File: config.mk
export PLATFORM = sky130hd
export DESIGN_NAME = alu_mp_sequencer_flat
export DESIGN_NICKNAME = d
export VERILOG_FILES = /design/src/rtl/alu_pkg.sv /design/src/rtl/alu_mp_sequencer_if.sv /design/src/rtl/alu_mp_sequencer.sv /design/src/flat_wrapper.sv
export SDC_FILE = /design/constraint.sdc
export NUM_CORES = 1
export LEC_CHECK = 0
export ABC_CLOCK_PERIOD_IN_PS = 2100
export BUFFER_PORTS_ARGS = -buffer_cell sky130_fd_sc_hd__clkbuf_2
export CELL_PAD_IN_SITES_DETAIL_PLACEMENT = 2
export CELL_PAD_IN_SITES_GLOBAL_PLACEMENT = 2
export CORE_MARGIN = 10
export CORE_UTILIZATION = 34
export CTS_BUF_LIST = sky130_fd_sc_hd__clkbuf_4 sky130_fd_sc_hd__clkbuf_8 sky130_fd_sc_hd__clkbuf_16
export DETAILED_ROUTE_END_ITERATION = 12
export HOLD_SLACK_MARGIN = 0.12
export PLACE_DENSITY = 0.79
export SLEW_MARGIN = 30
export SYNTH_ARGS = -nofsm -noshare
export SYNTH_HDL_FRONTEND = slang
export SYNTH_SLANG_ARGS = --single-unit
export TNS_END_PERCENT = 30
File: constraint.sdc
create_clock -name clk -period 2.1 [get_ports clk]
set_input_delay 0.42 -clock clk [delete_from_list [all_inputs] [get_ports clk]]
set_output_delay 0.42 -clock clk [all_outputs]
set_load 0.03 [all_outputs]
File: src/rtl/alu_pkg.sv
// Operation codes shared by the ALU and the multi-precision sequencer.
// Only four codes are defined; other encodings pass through the sequencer unchanged.
package alu_pkg;

  typedef enum logic [2:0] {
    ALU_ADD = 3'd0,
    ALU_SUB = 3'd1,
    ALU_AND = 3'd2,
    ALU_OR  = 3'd3
  } alu_op_t;

endpackage

File: src/rtl/alu_mp_sequencer_if.sv
// Command, response and ALU-drive signals of the multi-precision sequencer.
// The slave modport is the sequencer's view; the master modport is the requester/ALU side.
interface alu_mp_sequencer_if
  import alu_pkg::*;
#(
  parameter int DATA_WIDTH = 4,
  parameter int NUM_WORDS  = 4
);

  localparam int W = DATA_WIDTH * NUM_WORDS;

  logic                  cmd_valid;
  logic                  cmd_ready;
  alu_op_t               cmd_op;
  logic [W-1:0]          cmd_a;
  logic [W-1:0]          cmd_b;

  logic                  rsp_valid;
  logic                  rsp_ready;
  logic [W-1:0]          rsp_result;
  logic                  rsp_z;
  logic                  rsp_n;
  logic                  rsp_v;
  logic                  rsp_c;

  logic [DATA_WIDTH-1:0] alu_a;
  logic [DATA_WIDTH-1:0] alu_b;
  alu_op_t               alu_op;
  logic [DATA_WIDTH-1:0] alu_result;
  logic                  alu_c;

  modport slave (
    input  cmd_valid, cmd_op, cmd_a, cmd_b, rsp_ready, alu_result, alu_c,
    output cmd_ready, rsp_valid, rsp_result, rsp_z, rsp_n, rsp_v, rsp_c,
           alu_a, alu_b, alu_op
  );

  modport master (
    output cmd_valid, cmd_op, cmd_a, cmd_b, rsp_ready, alu_result, alu_c,
    input  cmd_ready, rsp_valid, rsp_result, rsp_z, rsp_n, rsp_v, rsp_c,
           alu_a, alu_b, alu_op
  );

endinterface

File: src/rtl/alu_mp_sequencer.sv
// Multi-precision sequencer: runs a wide ADD/SUB/AND/OR one ALU slice per cycle,
// rippling carry/borrow between slices with an extra +/-1 pass where a chain bit is pending.
module alu_mp_sequencer
  import alu_pkg::*;
#(
  parameter int DATA_WIDTH = 4,
  parameter int NUM_WORDS  = 4
) (
  input  logic                clk,
  input  logic                rst,
  alu_mp_sequencer_if.slave   bus
);

  localparam int W     = DATA_WIDTH * NUM_WORDS;
  localparam int IDX_W = (NUM_WORDS > 1) ? $clog2(NUM_WORDS) : 1;
  localparam logic [IDX_W-1:0] LAST_IDX = IDX_W'(NUM_WORDS - 1);

  typedef enum logic [1:0] {
    ST_IDLE,
    ST_PASS1,
    ST_PASS2,
    ST_RESP
  } state_t;

  state_t                state_q, state_d;
  alu_op_t               op_q, op_d;
  logic [W-1:0]          a_q, a_d;
  logic [W-1:0]          b_q, b_d;
  logic [W-1:0]          res_q, res_d;
  logic [IDX_W-1:0]      idx_q, idx_d;
  logic                  ci_q, ci_d;
  logic                  k1_q, k1_d;

  logic [DATA_WIDTH-1:0] a_slice, b_slice, res_slice;
  logic                  is_arith;
  logic                  is_resp;
  logic                  k;
  logic                  advance;

  assign a_slice   = a_q[idx_q*DATA_WIDTH +: DATA_WIDTH];
  assign b_slice   = b_q[idx_q*DATA_WIDTH +: DATA_WIDTH];
  assign res_slice = res_q[idx_q*DATA_WIDTH +: DATA_WIDTH];
  assign is_arith  = (op_q == ALU_ADD) || (op_q == ALU_SUB);
  assign is_resp   = (state_q == ST_RESP);

  // The ALU's c is bit DATA_WIDTH of a sign-extended add/sub; undo the sign
  // extension to recover the unsigned carry (ADD) or borrow (SUB) of this pass.
  assign k = bus.alu_c ^ bus.alu_a[DATA_WIDTH-1] ^ bus.alu_b[DATA_WIDTH-1];

  // NOTE: data registers are reset as well, because rsp_result is visible and must read 0 out of reset.
  always_ff @(posedge clk or posedge rst) begin
    if (rst) begin
      state_q <= ST_IDLE;
      op_q    <= ALU_AND;
      a_q     <= '0;
      b_q     <= '0;
      res_q   <= '0;
      idx_q   <= '0;
      ci_q    <= 1'b0;
      k1_q    <= 1'b0;
    end else begin
      // NOTE: non-blocking assignments so every register samples the pre-edge values.
      state_q <= state_d;
      op_q    <= op_d;
      a_q     <= a_d;
      b_q     <= b_d;
      res_q   <= res_d;
      idx_q   <= idx_d;
      ci_q    <= ci_d;
      k1_q    <= k1_d;
    end
  end

  // ALU operand mux, kept apart from the FSM so the carry decode above reads settled operands.
  always_comb begin
    bus.alu_a  = '0;
    bus.alu_b  = '0;
    bus.alu_op = ALU_AND;
    unique case (state_q)
      ST_PASS1: begin
        bus.alu_a  = a_slice;
        bus.alu_b  = b_slice;
        bus.alu_op = op_q;
      end
      ST_PASS2: begin
        bus.alu_a  = res_slice;
        bus.alu_b  = DATA_WIDTH'(1);
        bus.alu_op = op_q;
      end
      default: ;
    endcase
  end

  always_comb begin
    // NOTE: every signal gets a default first so no path through the case infers a latch.
    state_d       = state_q;
    op_d          = op_q;
    a_d           = a_q;
    b_d           = b_q;
    res_d         = res_q;
    idx_d         = idx_q;
    ci_d          = ci_q;
    k1_d          = k1_q;
    advance       = 1'b0;
    bus.cmd_ready = 1'b0;
    bus.rsp_valid = 1'b0;

    unique case (state_q)
      ST_IDLE: begin
        bus.cmd_ready = 1'b1;
        if (bus.cmd_valid) begin
          op_d    = bus.cmd_op;
          a_d     = bus.cmd_a;
          b_d     = bus.cmd_b;
          idx_d   = '0;
          ci_d    = 1'b0;
          state_d = ST_PASS1;
        end
      end
      ST_PASS1: begin
        res_d[idx_q*DATA_WIDTH +: DATA_WIDTH] = bus.alu_result;
        k1_d = k;
        if (is_arith && ci_q) begin
          state_d = ST_PASS2;
        end else begin
          ci_d    = is_arith & k;
          advance = 1'b1;
        end
      end
      ST_PASS2: begin
        // Folding the incoming chain bit can itself carry/borrow, but never together with k1.
        res_d[idx_q*DATA_WIDTH +: DATA_WIDTH] = bus.alu_result;
        ci_d    = k1_q | k;
        advance = 1'b1;
      end
      ST_RESP: begin
        bus.rsp_valid = 1'b1;
        if (bus.rsp_ready) state_d = ST_IDLE;
      end
      default: state_d = ST_IDLE;
    endcase

    if (advance) begin
      if (idx_q == LAST_IDX) begin
        state_d = ST_RESP;
      end else begin
        idx_d   = idx_q + 1'b1;
        state_d = ST_PASS1;
      end
    end
  end

  assign bus.rsp_result = res_q;
  assign bus.rsp_z      = is_resp && (res_q == '0);
  assign bus.rsp_n      = is_resp && res_q[W-1];
  assign bus.rsp_c      = is_resp && is_arith && ci_q;
  assign bus.rsp_v      = is_resp && (
                            ((op_q == ALU_ADD) && (a_q[W-1] == b_q[W-1]) && (res_q[W-1] != a_q[W-1])) ||
                            ((op_q == ALU_SUB) && (a_q[W-1] != b_q[W-1]) && (res_q[W-1] != a_q[W-1])));

endmodule

File: src/flat_wrapper.sv
// flat-port wrapper written by rule: the top's interface ports become plain ports
module alu_mp_sequencer_flat import alu_pkg::*;
#(
  parameter int DATA_WIDTH = 4,
  parameter int NUM_WORDS  = 4
)
  (clk, rst, bus_cmd_valid, bus_cmd_op, bus_cmd_a, bus_cmd_b, bus_rsp_ready, bus_alu_result, bus_alu_c, bus_cmd_ready, bus_rsp_valid, bus_rsp_result, bus_rsp_z, bus_rsp_n, bus_rsp_v, bus_rsp_c, bus_alu_a, bus_alu_b, bus_alu_op);
  alu_mp_sequencer_if #(.DATA_WIDTH(DATA_WIDTH), .NUM_WORDS(NUM_WORDS)) bus_i ();
  input  logic clk;
  input  logic rst;
  input wire logic [$bits(bus_i.cmd_valid)-1:0] bus_cmd_valid;
  input wire logic [$bits(bus_i.cmd_op)-1:0] bus_cmd_op;
  input wire logic [$bits(bus_i.cmd_a)-1:0] bus_cmd_a;
  input wire logic [$bits(bus_i.cmd_b)-1:0] bus_cmd_b;
  input wire logic [$bits(bus_i.rsp_ready)-1:0] bus_rsp_ready;
  input wire logic [$bits(bus_i.alu_result)-1:0] bus_alu_result;
  input wire logic [$bits(bus_i.alu_c)-1:0] bus_alu_c;
  output wire logic [$bits(bus_i.cmd_ready)-1:0] bus_cmd_ready;
  output wire logic [$bits(bus_i.rsp_valid)-1:0] bus_rsp_valid;
  output wire logic [$bits(bus_i.rsp_result)-1:0] bus_rsp_result;
  output wire logic [$bits(bus_i.rsp_z)-1:0] bus_rsp_z;
  output wire logic [$bits(bus_i.rsp_n)-1:0] bus_rsp_n;
  output wire logic [$bits(bus_i.rsp_v)-1:0] bus_rsp_v;
  output wire logic [$bits(bus_i.rsp_c)-1:0] bus_rsp_c;
  output wire logic [$bits(bus_i.alu_a)-1:0] bus_alu_a;
  output wire logic [$bits(bus_i.alu_b)-1:0] bus_alu_b;
  output wire logic [$bits(bus_i.alu_op)-1:0] bus_alu_op;
  assign bus_i.cmd_valid = bus_cmd_valid;
  assign bus_i.cmd_op = bus_cmd_op;
  assign bus_i.cmd_a = bus_cmd_a;
  assign bus_i.cmd_b = bus_cmd_b;
  assign bus_i.rsp_ready = bus_rsp_ready;
  assign bus_i.alu_result = bus_alu_result;
  assign bus_i.alu_c = bus_alu_c;
  assign bus_cmd_ready = bus_i.cmd_ready;
  assign bus_rsp_valid = bus_i.rsp_valid;
  assign bus_rsp_result = bus_i.rsp_result;
  assign bus_rsp_z = bus_i.rsp_z;
  assign bus_rsp_n = bus_i.rsp_n;
  assign bus_rsp_v = bus_i.rsp_v;
  assign bus_rsp_c = bus_i.rsp_c;
  assign bus_alu_a = bus_i.alu_a;
  assign bus_alu_b = bus_i.alu_b;
  assign bus_alu_op = bus_i.alu_op;
  alu_mp_sequencer #(.DATA_WIDTH(DATA_WIDTH), .NUM_WORDS(NUM_WORDS)) u_core (.clk(clk), .rst(rst), .bus(bus_i));
endmodule
; Yosys cells after proc, flatten, opt, wreduce, memory -nomap -nowiden
; Index checks and enable logic that the tools add are counted.
[word_totals]
regBits = 57
wordCells = 74
[op_classes]
add_sub_neg = 2
eq_ne = 13
shifts = 5
muxes = 21
n_bitwise = 4
reduce_logical = 21
[op_table]
columns = operator, n
row1 = variable part select 16 x 5 -> 4 bit, 3
row2 = negation 4 -> 34 bit, 1
row3 = variable shift 4 x 34 -> 16 bit (first input constant), 1
row4 = variable part select 4 x 34 -> 16 bit, 1
row5 = two-way mux 2 bit, 9
row6 = bitwise mux 16 bit, 1
row7 = zero test 16 bit, 1
row8 = one-hot mux 4 bit (2 select lines), 2
row9 = logical AND 1 bit, 10
row10 = equality test 2 bit (second input constant), 3
row11 = one-hot mux 2 bit (3 select lines), 1
row12 = two-way mux 1 bit, 5
row13 = inequality test 2 bit (second input constant), 2
row14 = AND reduction 4 bit, 1
row15 = nonzero test 4 bit, 1
row16 = equality test 3 x 1 -> 1 bit (second input constant), 1
row17 = zero test 3 bit, 1
row18 = two-way mux 3 bit, 1
row19 = inequality test 3 x 1 -> 1 bit (second input constant), 1
row20 = inequality test 3 x 2 -> 1 bit (second input constant), 1
row21 = inequality test 3 bit (second input constant), 1
row22 = one-hot mux 1 bit (3 select lines), 1
row23 = AND reduction 3 bit, 1
row24 = nonzero test 3 bit, 1
row25 = other kinds (12), 15

; Depth between registers and ports, before layout
[depth]
word_depth = 7
ltp_mapped = 8
depth_no_buf = 7

; Least setup slack after synthesis
; Ideal clock, no wire load.
[synth_path]
path_kind = register -> output
start = register u_core.state_q[0]
end = output port bus_rsp_z
arrival_ns = 2.029
t_required_ns = 1.680
setup_slack_ns = -0.349
stages_incl_launch_ff = 4
n_path_buf = 1
cell_sequence = dfrtp_1 > ha_1 > clkbuf_1 > nor4b_1
[synth_between]
elab_chain_len = 2
[synth_lines]
columns = item, line
row1 = "start, declared", alu_mp_sequencer.sv:25  ; state_t state_q, state_d;
row2 = "start signal, assigned", alu_mp_sequencer.sv:63  ; state_q <= state_d;
row3 = equality test 2 bit, alu_mp_sequencer.sv:44  ; assign is_resp = (state_q == ST_RESP);
row4 = logical AND 1 bit, alu_mp_sequencer.sv:154  ; assign bus.rsp_z = is_resp && (res_q == '0);
row5 = "end, declared", flat_wrapper.sv:21  ; output wire logic [$bits(bus_i.rsp_z)-1:0] bus_rsp_z;
; No other way between the ends.

; Worst setup path after layout
[layout_path]
start = register u_core.idx_q[0]
end = output port bus_alu_a[3]
[layout_between]
elab_chain_len = 2
[layout_lines]
columns = item, line
row1 = "start, declared", alu_mp_sequencer.sv:30  ; logic [IDX_W-1:0] idx_q, idx_d;
row2 = "start signal, assigned", alu_mp_sequencer.sv:68  ; idx_q <= idx_d;
row3 = "variable part select 16 x 5 -> 4 bit, on equally long branches", "alu_mp_sequencer.sv:42, alu_mp_sequencer.sv:40"
row4 = one-hot mux 4 bit (2 select lines) *, alu_mp_sequencer.sv:79  ; unique case (state_q)
row5 = "end, declared", flat_wrapper.sv:25  ; output wire logic [$bits(bus_i.alu_a)-1:0] bus_alu_a;
; Every way passes the cells marked *; elsewhere a longest branch is shown, timed or not.

==> results.py <==
metrics = {
    "run_status": {
        "status": "complete, but fails checks",
        "violations": "setup timing",
    },
    "clock_network": {
        "path_clk_slew_ns": 0.07,
        "cts_root_buffer": "clkbuf_8",
        "htree_levels": 3,
        "cts_tree": "yes",
        "cts.sinks": 57,
        "cts_buffers": 9,
        "clockBufferDepth": 2,
        "insertion_delay_ns": 0.34,
    },
    "sta": {
        "finalMaxSlewViolations": 0,
        "fin_ws_ns": -0.225,
        "slew-limit-headroom_pct": 68.1,
        "holdWs_ns": 0.315,
        "hold_viol_final": 0,
        "max_freq_ghz": 0.430,
        "final-setup-viol-count": 9,
        "worst_pin_slew_ns": 0.473,
        "rsz0062_at_grt": "true",
        "period_needed_ns": 2.32,
        "fin_skew_ns": 0.0115,
        "fin_crit_sh_pct": 111,
    },
    "route": {
        "drt_iter0_drc": 81,
        "drt_pass1_iterations": 4,
        "drt-wirelength-per-cell_um": 21.2,
        "detail-route-antenna-nets": 0,
        "vias": 2438,
        "routed_via_density": 5.15,
        "drcViolationCount": 0,
        "drt_wl_total_mm": 10.0,
    },
    "setup_path": {
        "critPathCaptureType": "primary output",
        "criticalPathCategory": "reg2out",
        "crit_buf_inv": 1,
        "cp.required_ns": 1.68,
        "start_kind": "register",
        "path_max_fanout": 5,
        "cp_cell_sequence": "mux4_2 -> mux2_4 -> and2_4 -> buf_8",
        "crit_slowest_cell": "mux4_2",
        "critical_path_arrival_ns": 1.90,
        "ff2ff_path_depth": 7,
        "cpLargestDelayFamily": "multiplexers",
        "slowest_delay_ns": 0.52,
        "cp_num_cells": 4,
    },
    "synth": {
        "synth_warnings": 0,
        "synth_edf_count": 0,
        "post_synth.cell_area_avg_um2": 11.7,
        "async_reset_ff_share_pct": 100,
        "synth_area_um2": 3020,
        "synthDistinctLibCells": 38,
        "synth_seq_cells": 57,
        "ys.flop_type": "dfrtp_1",
        "synth-seq-area-share_pct": 47.2,
        "synthCells": 258,
        "synth_fp_nets": 312,
    },
    "final_layout": {
        "nets": 414,
        "antenna_cells": 0,
        "area_growth_pct": 34.6,
        "drive_above_1_share_pct": 49.6,
        "instances_no_fill": 473,
    },
    "place": {
        "gp_congestion": 0.815,
        "hpwl_mm": 7.54,
        "place_inst": 450,
        "place.port_buffers": 76,
    },
    "floorplanning": {
        "die_area_um2": 13100,
        "num_rows": 34,
        "coreArea_um2": 8680,
        "dieWidth_um": 114,
        "pin_count": 77,
        "start_util_pct": 34.8,
        "die-height_um": 114,
    },
    "global_routing": {
        "grt_pass1_vias": 2966,
        "grt_max_degree": 42,
        "globalRouteTotalUtil_pct": 16.2,
        "grt_first_pass_wirelength_mm": 16.5,
        "grt_overflow": 0,
        "antenna_found_initial": 0,
    },
    "pwr": {
        "power.density_nw_per_um2": 1830,
        "cellLeakagePower_uw": 0.00192,
        "vdd_ir_drop_max_uv": 648,
    },
    "min_path": {
        "min-delay-path-class": "in2reg",
        "hold_depth": 2,
    },
    "run": {
        "max_cap_viol_count": 0,
    },
}
## cells by family after synthesis
group                      after synthesis  share of synthesized area (%)
muxes                                   52                           24.9
DFF                                     57                           47.2
adders and majority gates               10                           4.14
buffers and inverters                   20                           2.77
and+or+nand+nor                         84                           13.3
AOI/OAI and AO/OA                       31                           5.84
xor gates and xnor gates                 4                           1.78
## flip-flops by register name, indices dropped and copies added, names as in the netlist
register / cells
u_core.a_q: 16
u_core.b_q: 16
u_core.bus.rsp_result: 16
u_core.ci_q: 1
u_core.idx_q: 2
u_core.k1_q: 1
u_core.op_q: 3
u_core.state_q: 2
## worst register-to-register path, cell delays in order, from the launching register on
cell and delay [ns]:
dfrtp_2 0.45, buf_4 0.14, buf_4 0.11, mux4_2 0.49, and3_4 0.20, xnor2_4 0.14
xnor2_1 0.13, mux2_4 0.26
## report_power, final
| group | switching [uW] | internal, uW |
|---|---|---|
| clock | 456 | 671 |
| sequential | 433 | 1620 |
| combinational | 2220 | 2060 |
| total | 3110 | 4350 |
## Yosys cell counts, types with 2 or more instances
master	instances	share of area, %
nor2b_1	6	1.2
nor3_1	2	0.33
dfrtp_1	56	46
o21ai_0	20	3.3
nor4_1	3	0.62
clkbuf_1	9	1.1
mux2_2	37	14
inv_1	8	0.99
nand2_1	43	5.3
nand2b_1	2	0.41
mux2i_1	2	0.66
ha_1	10	4.1
a21boi_0	4	0.99
xor2_1	2	0.58
nor2_1	7	0.87
nand3_1	6	0.99
nand4_1	2	0.41
mux4_2	4	3.0
and2_1	3	0.62
a21oi_1	2	0.33
mux4_1	8	7.0
and3_1	5	1.0
nand3b_1	2	0.50
## layout by cell type, fill, tap and decap left out, drive strengths merged, types with 3 or more instances in the layout
cell	n
nor4	3
nor2b	6
mux4	12
dfrtp	56
nand3	6
ha	10
inv	8
buf	32
nand2	43
and3	6
clkbuf	83
and2	4
nor2	7
a21boi	4
mux2	38
o21ai	20
## timing repair
action	CTS	global route
setup endpoints to repair	12	12
gates cloned	1	0
resized for setup	26	17
hold endpoints to repair	16	0
hold buffers	1	0
pin swaps	3	1
buffers inserted	4	1
## worst paths after layout
path,start,to,slack [ns]
worst min register to register,u_core.b_q[8]$_DFFE_PP0P_,u_core.b_q[8]$_DFFE_PP0P_,0.51
worst max-delay path,u_core.idx_q[0]$_DFF_PP0_,bus_alu_a[3],-0.22
worst max register to register,u_core.idx_q[0]$_DFF_PP0_,u_core.k1_q$_DFFE_PP0P_,0.07
min in group asynchronous,rst,u_core.a_q[9]$_DFFE_PP0P_,0.61
max in group asynchronous,rst,u_core.op_q[1]$_DFFE_PP1P_,0.88
worst min-delay path,bus_cmd_op[0],u_core.op_q[0]$_DFFE_PP0P_,0.32
## metrics by stage
stage | total power (uW) | util (%) | setup slack [ns] | instance area, um^2 | setup TNS (ns)
floorplan | 4520 | - | -0.282 | 3030 | -0.882
global placement | 5730 | 42.5 | 0.0439 | 3690 | 0
detailed placement | 5940 | 42.5 | -0.00114 | 3690 | -0.00114
CTS | 7410 | 46.5 | -0.238 | 4040 | -1.64
global route | 7990 | 46.9 | -0.304 | 4070 | -2.44
finish | 7460 | 46.9 | -0.225 | 4070 | -1.39
## routing by layer
layer / up-vias / track usage [%] / routed length (um)
met3: 9 / 4.77 / 478
met5: - / 0 / 0
met1: 1252 / 18.1 / 3980
met4: 0 / 4.59 / 154
met2: 57 / 28.9 / 5420
li1: 1120 / - / -
## cell type report
class	count	area [um^2]
Inverter	8	30.0
Clock inverter	2	35.0
Multi-Input combinational cell	181	1540
Tap cell	108	135
Timing Repair Buffer	103	716
Sequential cell	57	1430
Clock buffer	14	180
Fill cell	927	4610
Power figures use the tool's default switching activity.
